--- config.mk ---
export PLATFORM = sky130hd
export DESIGN_NAME = ahb_master_arb_flat
export DESIGN_NICKNAME = d
export VERILOG_FILES = /design/src/rtl/ahb_arb_pkg.sv /design/src/rtl/ahb_master_arb_if.sv /design/src/rtl/ahb_master_arb_rr_pick.sv /design/src/rtl/ahb_master_arb.sv /design/src/flat_wrapper.sv
export SDC_FILE = /design/constraint.sdc
export NUM_CORES = 1
export LEC_CHECK = 0
export ABC_AREA = 0
export CORE_MARGIN = 5
export CORE_UTILIZATION = 39
export CTS_CLUSTER_DIAMETER = 120
export DETAILED_ROUTE_END_ITERATION = 6
export PLACE_DENSITY = 0.82
export SYNTH_ARGS = -nofsm -noshare
export SYNTH_HDL_FRONTEND = slang
export SYNTH_SLANG_ARGS = --single-unit
--- constraint.sdc ---
create_clock -name clk -period 2.4 [get_ports clk]
set_input_delay 0.48 -clock clk [delete_from_list [all_inputs] [get_ports clk]]
set_output_delay 0.48 -clock clk [all_outputs]
set_load 0.02 [all_outputs]
--- src/rtl/ahb_arb_pkg.sv ---
// Shared types and constants for the AHB-lite master-port arbiter.
package ahb_arb_pkg;

   typedef enum logic [1:0] {
      ST_IDLE = 2'd0,
      ST_ADDR = 2'd1,
      ST_DATA = 2'd2,
      ST_DONE = 2'd3
   } arb_state_t;

   localparam logic [1:0]  HTRANS_IDLE   = 2'b00;
   localparam logic [1:0]  HTRANS_NONSEQ = 2'b10;

   localparam logic [2:0]  HSIZE_BYTE = 3'b000;
   localparam logic [2:0]  HSIZE_HALF = 3'b001;
   localparam logic [2:0]  HSIZE_WORD = 3'b010;

   localparam logic [31:0] TIMEOUT_DATA = 32'hDEAD_BEEF;

endpackage

--- src/rtl/ahb_master_arb_if.sv ---
// Requester command bus plus AHB-lite master pins; the arbiter uses the master modport.
interface ahb_master_arb_if #(
   parameter int NREQ = 2
);
   logic [NREQ-1:0]       req;
   logic [NREQ-1:0][31:0] req_addr;
   logic [NREQ-1:0][31:0] req_wdata;
   logic [NREQ-1:0]       req_write;
   logic [NREQ-1:0][2:0]  req_size;
   logic [NREQ-1:0]       ack;
   logic [31:0]           rdata;
   logic                  err;
   logic [1:0]            gnt_id;
   logic                  busy;

   logic [31:0]           M_HADDR;
   logic [31:0]           M_HWDATA;
   logic                  M_HWRITE;
   logic [1:0]            M_HTRANS;
   logic [2:0]            M_HSIZE;
   logic [31:0]           M_HRDATA;
   logic                  M_HREADY;
   logic                  M_HRESP;

   modport master (
      input  req, req_addr, req_wdata, req_write, req_size,
      output ack, rdata, err, gnt_id, busy,
      output M_HADDR, M_HWDATA, M_HWRITE, M_HTRANS, M_HSIZE,
      input  M_HRDATA, M_HREADY, M_HRESP
   );

   modport slave (
      output req, req_addr, req_wdata, req_write, req_size,
      input  ack, rdata, err, gnt_id, busy,
      input  M_HADDR, M_HWDATA, M_HWRITE, M_HTRANS, M_HSIZE,
      output M_HRDATA, M_HREADY, M_HRESP
   );
endinterface

--- src/rtl/ahb_master_arb_rr_pick.sv ---
// Combinational round-robin selector: the first requester after last_gnt (mod NREQ) wins.
module rr_pick #(
   parameter int NREQ = 2
) (
   input  logic [NREQ-1:0] req,
   input  logic [1:0]      last_gnt,
   output logic [1:0]      winner,
   output logic            valid
);

   logic hit_s;

   // Scan farthest to nearest so the nearest requesting index is the final write
   always_comb begin
      winner = 2'd0;
      valid  = 1'b0;
      hit_s  = 1'b0;
      for (int k = NREQ; k >= 1; k--) begin
         for (int j = 0; j < NREQ; j++) begin
            hit_s  = req[j] && (j == ((int'(last_gnt) + k) % NREQ));
            winner = hit_s ? 2'(j) : winner;
            valid  = valid | hit_s;
         end
      end
   end

endmodule

--- src/rtl/ahb_master_arb.sv ---
// Round-robin arbiter sequencing one single-beat AHB-lite NONSEQ transfer per grant.
// Optional data-phase watchdog enabled by defining AHB_ARB_TIMEOUT_EN.
module ahb_master_arb
   import ahb_arb_pkg::*;
#(
   parameter int NREQ    = 2,
   parameter int TIMEOUT = 1024
) (
   input  logic             clk,
   input  logic             rstn,
   ahb_master_arb_if.master bus
);

   arb_state_t      state_r;
   logic [1:0]      last_gnt_r;
   logic [1:0]      pick_id_s;
   logic            pick_valid_s;
   logic [31:0]     sel_addr_s;
   logic [31:0]     sel_wdata_s;
   logic            sel_write_s;
   logic [2:0]      sel_size_s;
   logic [NREQ-1:0] gnt_onehot_s;

`ifdef AHB_ARB_TIMEOUT_EN
   logic [15:0]     wait_cnt_r;
`else
   logic [15:0]     timeout_unused_s;
   assign timeout_unused_s = 16'(TIMEOUT);
`endif

   rr_pick #(.NREQ(NREQ)) u_rr_pick (
      .req      (bus.req),
      .last_gnt (last_gnt_r),
      .winner   (pick_id_s),
      .valid    (pick_valid_s)
   );

   // Steer the winner's command and decode the current grant as a one-hot ack vector
   always_comb begin
      sel_addr_s   = 32'h0;
      sel_wdata_s  = 32'h0;
      sel_write_s  = 1'b0;
      sel_size_s   = HSIZE_WORD;
      gnt_onehot_s = '0;
      for (int k = 0; k < NREQ; k++) begin
         sel_addr_s      = (pick_id_s == 2'(k)) ? bus.req_addr[k]  : sel_addr_s;
         sel_wdata_s     = (pick_id_s == 2'(k)) ? bus.req_wdata[k] : sel_wdata_s;
         sel_write_s     = (pick_id_s == 2'(k)) ? bus.req_write[k] : sel_write_s;
         sel_size_s      = (pick_id_s == 2'(k)) ? bus.req_size[k]  : sel_size_s;
         gnt_onehot_s[k] = (bus.gnt_id == 2'(k));
      end
   end

   // Transfer sequencer; every requester-side and bus-side output is a flop
   always_ff @(posedge clk or negedge rstn) begin
      if (!rstn) begin
         state_r      <= ST_IDLE;
         last_gnt_r   <= 2'(NREQ - 1);
         bus.gnt_id   <= 2'd0;
         bus.ack      <= '0;
         bus.err      <= 1'b0;
         bus.rdata    <= 32'h0;
         bus.busy     <= 1'b0;
         bus.M_HTRANS <= HTRANS_IDLE;
         bus.M_HADDR  <= 32'h0;
         bus.M_HWDATA <= 32'h0;
         bus.M_HWRITE <= 1'b0;
         bus.M_HSIZE  <= HSIZE_WORD;
`ifdef AHB_ARB_TIMEOUT_EN
         wait_cnt_r   <= 16'd0;
`endif
      end else begin
         bus.ack <= '0;
         case (state_r)
            ST_IDLE: begin
               if (pick_valid_s) begin
                  bus.gnt_id   <= pick_id_s;
                  bus.M_HADDR  <= sel_addr_s;
                  bus.M_HWDATA <= sel_wdata_s;
                  bus.M_HWRITE <= sel_write_s;
                  bus.M_HSIZE  <= sel_size_s;
                  bus.M_HTRANS <= HTRANS_NONSEQ;
                  bus.busy     <= 1'b1;
                  state_r      <= ST_ADDR;
               end else begin
                  state_r      <= ST_IDLE;
               end
            end
            ST_ADDR: begin
               if (bus.M_HREADY) begin
                  bus.M_HTRANS <= HTRANS_IDLE;
                  state_r      <= ST_DATA;
`ifdef AHB_ARB_TIMEOUT_EN
                  wait_cnt_r   <= 16'd0;
`endif
               end else begin
                  state_r      <= ST_ADDR;
               end
            end
            ST_DATA: begin
               if (bus.M_HREADY) begin
                  if (!bus.M_HWRITE) begin
                     bus.rdata <= bus.M_HRDATA;
                  end else begin
                     bus.rdata <= bus.rdata;
                  end
                  bus.err <= bus.M_HRESP;
                  bus.ack <= gnt_onehot_s;
                  state_r <= ST_DONE;
               end
`ifdef AHB_ARB_TIMEOUT_EN
               else if (wait_cnt_r == 16'(TIMEOUT - 1)) begin
                  bus.err   <= 1'b1;
                  bus.rdata <= TIMEOUT_DATA;
                  bus.ack   <= gnt_onehot_s;
                  state_r   <= ST_DONE;
               end else begin
                  wait_cnt_r <= wait_cnt_r + 16'd1;
               end
`else
               else begin
                  state_r <= ST_DATA;
               end
`endif
            end
            ST_DONE: begin
               last_gnt_r <= bus.gnt_id;
               bus.busy   <= 1'b0;
               state_r    <= ST_IDLE;
            end
            default: begin
               bus.busy     <= 1'b0;
               bus.M_HTRANS <= HTRANS_IDLE;
               state_r      <= ST_IDLE;
            end
         endcase
      end
   end

endmodule

--- src/flat_wrapper.sv ---
// flat-port wrapper written by rule: the top's interface ports become plain ports
module ahb_master_arb_flat import ahb_arb_pkg::*;
#(
   parameter int NREQ    = 2,
   parameter int TIMEOUT = 1024
)
  (clk, rstn, bus_req, bus_req_addr, bus_req_wdata, bus_req_write, bus_req_size, bus_ack, bus_rdata, bus_err, bus_gnt_id, bus_busy, bus_M_HADDR, bus_M_HWDATA, bus_M_HWRITE, bus_M_HTRANS, bus_M_HSIZE, bus_M_HRDATA, bus_M_HREADY, bus_M_HRESP);
  ahb_master_arb_if #(.NREQ(NREQ)) bus_i ();
  input  logic clk;
  input  logic rstn;
  input wire logic [$bits(bus_i.req)-1:0] bus_req;
  input wire logic [$bits(bus_i.req_addr)-1:0] bus_req_addr;
  input wire logic [$bits(bus_i.req_wdata)-1:0] bus_req_wdata;
  input wire logic [$bits(bus_i.req_write)-1:0] bus_req_write;
  input wire logic [$bits(bus_i.req_size)-1:0] bus_req_size;
  output wire logic [$bits(bus_i.ack)-1:0] bus_ack;
  output wire logic [$bits(bus_i.rdata)-1:0] bus_rdata;
  output wire logic [$bits(bus_i.err)-1:0] bus_err;
  output wire logic [$bits(bus_i.gnt_id)-1:0] bus_gnt_id;
  output wire logic [$bits(bus_i.busy)-1:0] bus_busy;
  output wire logic [$bits(bus_i.M_HADDR)-1:0] bus_M_HADDR;
  output wire logic [$bits(bus_i.M_HWDATA)-1:0] bus_M_HWDATA;
  output wire logic [$bits(bus_i.M_HWRITE)-1:0] bus_M_HWRITE;
  output wire logic [$bits(bus_i.M_HTRANS)-1:0] bus_M_HTRANS;
  output wire logic [$bits(bus_i.M_HSIZE)-1:0] bus_M_HSIZE;
  input wire logic [$bits(bus_i.M_HRDATA)-1:0] bus_M_HRDATA;
  input wire logic [$bits(bus_i.M_HREADY)-1:0] bus_M_HREADY;
  input wire logic [$bits(bus_i.M_HRESP)-1:0] bus_M_HRESP;
  assign bus_i.req = bus_req;
  assign bus_i.req_addr = bus_req_addr;
  assign bus_i.req_wdata = bus_req_wdata;
  assign bus_i.req_write = bus_req_write;
  assign bus_i.req_size = bus_req_size;
  assign bus_ack = bus_i.ack;
  assign bus_rdata = bus_i.rdata;
  assign bus_err = bus_i.err;
  assign bus_gnt_id = bus_i.gnt_id;
  assign bus_busy = bus_i.busy;
  assign bus_M_HADDR = bus_i.M_HADDR;
  assign bus_M_HWDATA = bus_i.M_HWDATA;
  assign bus_M_HWRITE = bus_i.M_HWRITE;
  assign bus_M_HTRANS = bus_i.M_HTRANS;
  assign bus_M_HSIZE = bus_i.M_HSIZE;
  assign bus_i.M_HRDATA = bus_M_HRDATA;
  assign bus_i.M_HREADY = bus_M_HREADY;
  assign bus_i.M_HRESP = bus_M_HRESP;
  ahb_master_arb #(.NREQ(NREQ), .TIMEOUT(TIMEOUT)) u_core (.clk(clk), .rstn(rstn), .bus(bus_i));
endmodule
==> key figures <==
Setup path
  – Crit-path cells: clkdlybuf4s50_1
  – CP delay by family, top: buffers and inverters
  – Crit Path Category: flip-flop to output pin
  – Worst Path Max Fanout: 2
  – Buf/Inv on CP: 1
  – Req. time, crit path: 1.92 ns
  – Cell depth of the worst flop-to-flop path: 4
  – Largest stage delay, worst path: 0.61 ns
  – Worst path arrival time: 1.48 ns
  – Critical Path Slowest Stage Cell: clkdlybuf4s50_1
  – Worst Setup Start Kind: flip-flop
  – CP Depth: 1
  – Critical path capture point type: output pin

Timing
  – RSZ-0062 raised after global routing: false
  – Max Slew Vio Count: 0
  – Relative slew margins: 0.6482
  – Hold_ws: 0.1018 ns
  – Tmin final: 1.964 ns
  – Period utilization: 0.8184
  – Setup TNS Final: 0 ns
  – Fin. Hold Viols: 0
  – Worst-margin pin slew: 0.5277 ns
  – Endpoints failing setup: 0
  – Setup ws final: 0.4359 ns
  – Clock Skew: 0.003815 ns
  – Fmax: 509.1 MHz

Power and ir drop
  – Pint: 6780 uW
  – Switching share of power: 0.3422
  – Lkg Pwr: 0.003415 uW
  – Gate power share: 0.525
  – Final Power: 10310 uW
  – IR drop worst, VDD: 727.2 uV
  – Pwr dens: 1238 nW/um^2
  – Clock power share: 0.157
  – NetSw: 3527 uW
  – Sequential power share: 0.318

Place
  – Post-detail-place hpwl: 11410 um
  – Gpl congestion: 0.7750
  – Place WS: 0.1396 ns
  – I/O Buffers: 279
  – Placed cells: 762

Floorplanning
  – Row count: 41
  – Die ar.: 15160 um^2
  – Starting Density: 0.3970
  – I/O pin count: 282
  – Die width: 123.1 um
  – Die height: 123.1 um
  – Core Area: 12570 um^2

Detailed routing
  – Drt total wl: 14420 um
  – Final ANT Viol Nets: 0
  – DR vias/cell: 4.761
  – Wire per inst: 18.53 um
  – First drt pass iteration count: 2
  – Initial DRC count: 74
  – Total vias in the final route: 3704
  – DR DRC count: 0

Layout
  – Diodes inserted: 0
  – Area delta synth->final: 66.88%
  – Share of cells above drive strength 1: 0.3317
  – Fin nets: 775
  – Fin cells: 778

CTS
  – Setup bufs post-CTS: 0
  – CTS tree: done
  – Post-CTS Resized: 0
  – Total CTS buffers: 9
  – Clk sink count: 109
  – Worst-Skew Late Latency: 0.34 ns
  – Post-CTS Hold Buffers: 0
  – Worst-path clk slew: 0.07 ns
  – Root buf cell: clkbuf_16
  – Max Root-Sink Buffers: 2
  – Htree depth: 3

Global route
  – Initial antenna violation count: 1
  – First-pass GRT wire length: 21500 um
  – Grt ovf: 0
  – Gr usage total: 0.1856
  – Vias in the first global route: 4157
  – Pin count of the biggest net entering global routing: 53

Logic synthesis
  – Top post-synthesis cells by area: dfrtp_1, mux2_2, mux2_4
  – Seq/Total Area, Yosys: 0.5471
  – Synth area leader: dfrtp_1
  – Syn avg cell area: 15.64 um^2
  – Synth Register Bits: 109
  – Yosys warns: 0
  – Post-synth cell types: 19
  – Synth Cell Area: 4990 um^2
  – Post-Syn Instances: 319
  – Synth top area share: 0.5366

Outcome
  – Status: completed

Worst hold path
  – Hold Path Class: input pin to asynchronous set/reset pin

Flow run
  – Max_cap viols: 0
## cells in the mapped netlist
cell / n
mux2_4: 18
o21a_1: 1
conb_1: 1
buf_2: 5
inv_1: 3
buf_4: 6
nor2_1: 4
dfrtp_1: 107
dfstp_2: 2
a21bo_1: 1
nand3b_1: 2
mux2_2: 151
buf_6: 9
nand3_1: 2
a21o_1: 1
nand2_1: 2
o21ai_0: 2
mux2i_1: 1
nor3_2: 1
## per-layer routing
layer | part of all wire | vias to the layer above | track usage
met5 | 0.00090 | - | 0
met4 | 0.027 | 2 | 0.07958
met3 | 0.11 | 28 | 0.07868
met2 | 0.50 | 178 | 0.3263
met1 | 0.36 | 1799 | 0.1940
li1 | - | 1697 | -
## metrics by stage
stage                     instance area, um^2    util
after floorplan                          4994       -
after global placement                   8000  0.6365
after detailed placement                 8000  0.6365
after CTS                                8327  0.6625
after global routing                     8327  0.6625
final                                    8327  0.6625
## state kept, by name, indices dropped and copies added (netlist names), named ones only
name                 count
u_core.bus.rdata        32
u_core.bus.ack           2
u_core.bus.gnt_id        1
u_core.bus.M_HTRANS      1
u_core.state_r           1
u_core.bus.M_HSIZE       3
u_core.bus.M_HWDATA     32
u_core.bus.M_HWRITE      1
u_core.bus.err           1
u_core.bus.busy          1
u_core.last_gnt_r        1
u_core.bus.M_HADDR      32
## power by group through the flow
stage,registers [uW],clock network [uW],logic [uW]
after floorplan,4370,0,1800
after global placement,3260,0,5380
after detailed placement,3320,0,5480
after CTS,3290,1660,5500
after global routing,3400,1720,5700
final,3280,1620,5410
## cell usage in the layout, fill, tap and decap left out
master and instances:
clkdlybuf4s50_1 278, mux2_2 151, dfrtp_1 107, mux2_4 18
clkbuf_16 9, buf_4 6, buf_12 6, nor2_1 3
inv_1 3, nand3b_1 2, nand3_1 2, nand2_1 2
o21ai_0 2, conb_1 2, clkinv_2 2, clkbuf_8 2
bufinv_16 2, dfstp_2 2, nor3_4 1, a21bo_4 1
nor2_2 1, a21o_1 1, o21a_1 1, mux2i_1 1
clkbuf_1 1
## area by class of cell
type	count	area (um^2)
fill	942	4242
timing repair buffer	290	2948
sequential	109	2730
multi-input combinational	188	2096
clock buffer	12	256.5
tap	172	215.2
clock inverter	4	70.07
inverter	3	11.26
## path summary, 6_finish.rpt
path | startpoint | to | slack [ns]
max | u_core.bus.M_HSIZE[1] | bus_M_HSIZE[1] | 0.44
min | rstn | u_core.bus.rdata[25] | 0.10
max reg2reg | u_core.last_gnt_r[0] | u_core.bus.M_HWDATA[24] | 0.62
min reg2reg | u_core.bus.gnt_id[0] | u_core.bus.ack[0] | 0.45
max in group asynchronous | rstn | u_core.bus.M_HSIZE[1] | 1.59
min in group clk | u_core.bus.gnt_id[0] | u_core.bus.ack[0] | 0.45
## cell families (layout without fill, tap and decap cells)
logic type,after synthesis,in the layout,synth area share
AOI/OAI and AO/OA,5,5,0.007022
buffers and inverters,23,309,0.03661
DFF,109,109,0.5471
muxes,170,170,0.3969
other,1,2,0.0007515
and+or+nand+nor,11,11,0.01153
Power figures use the tool's default switching activity.
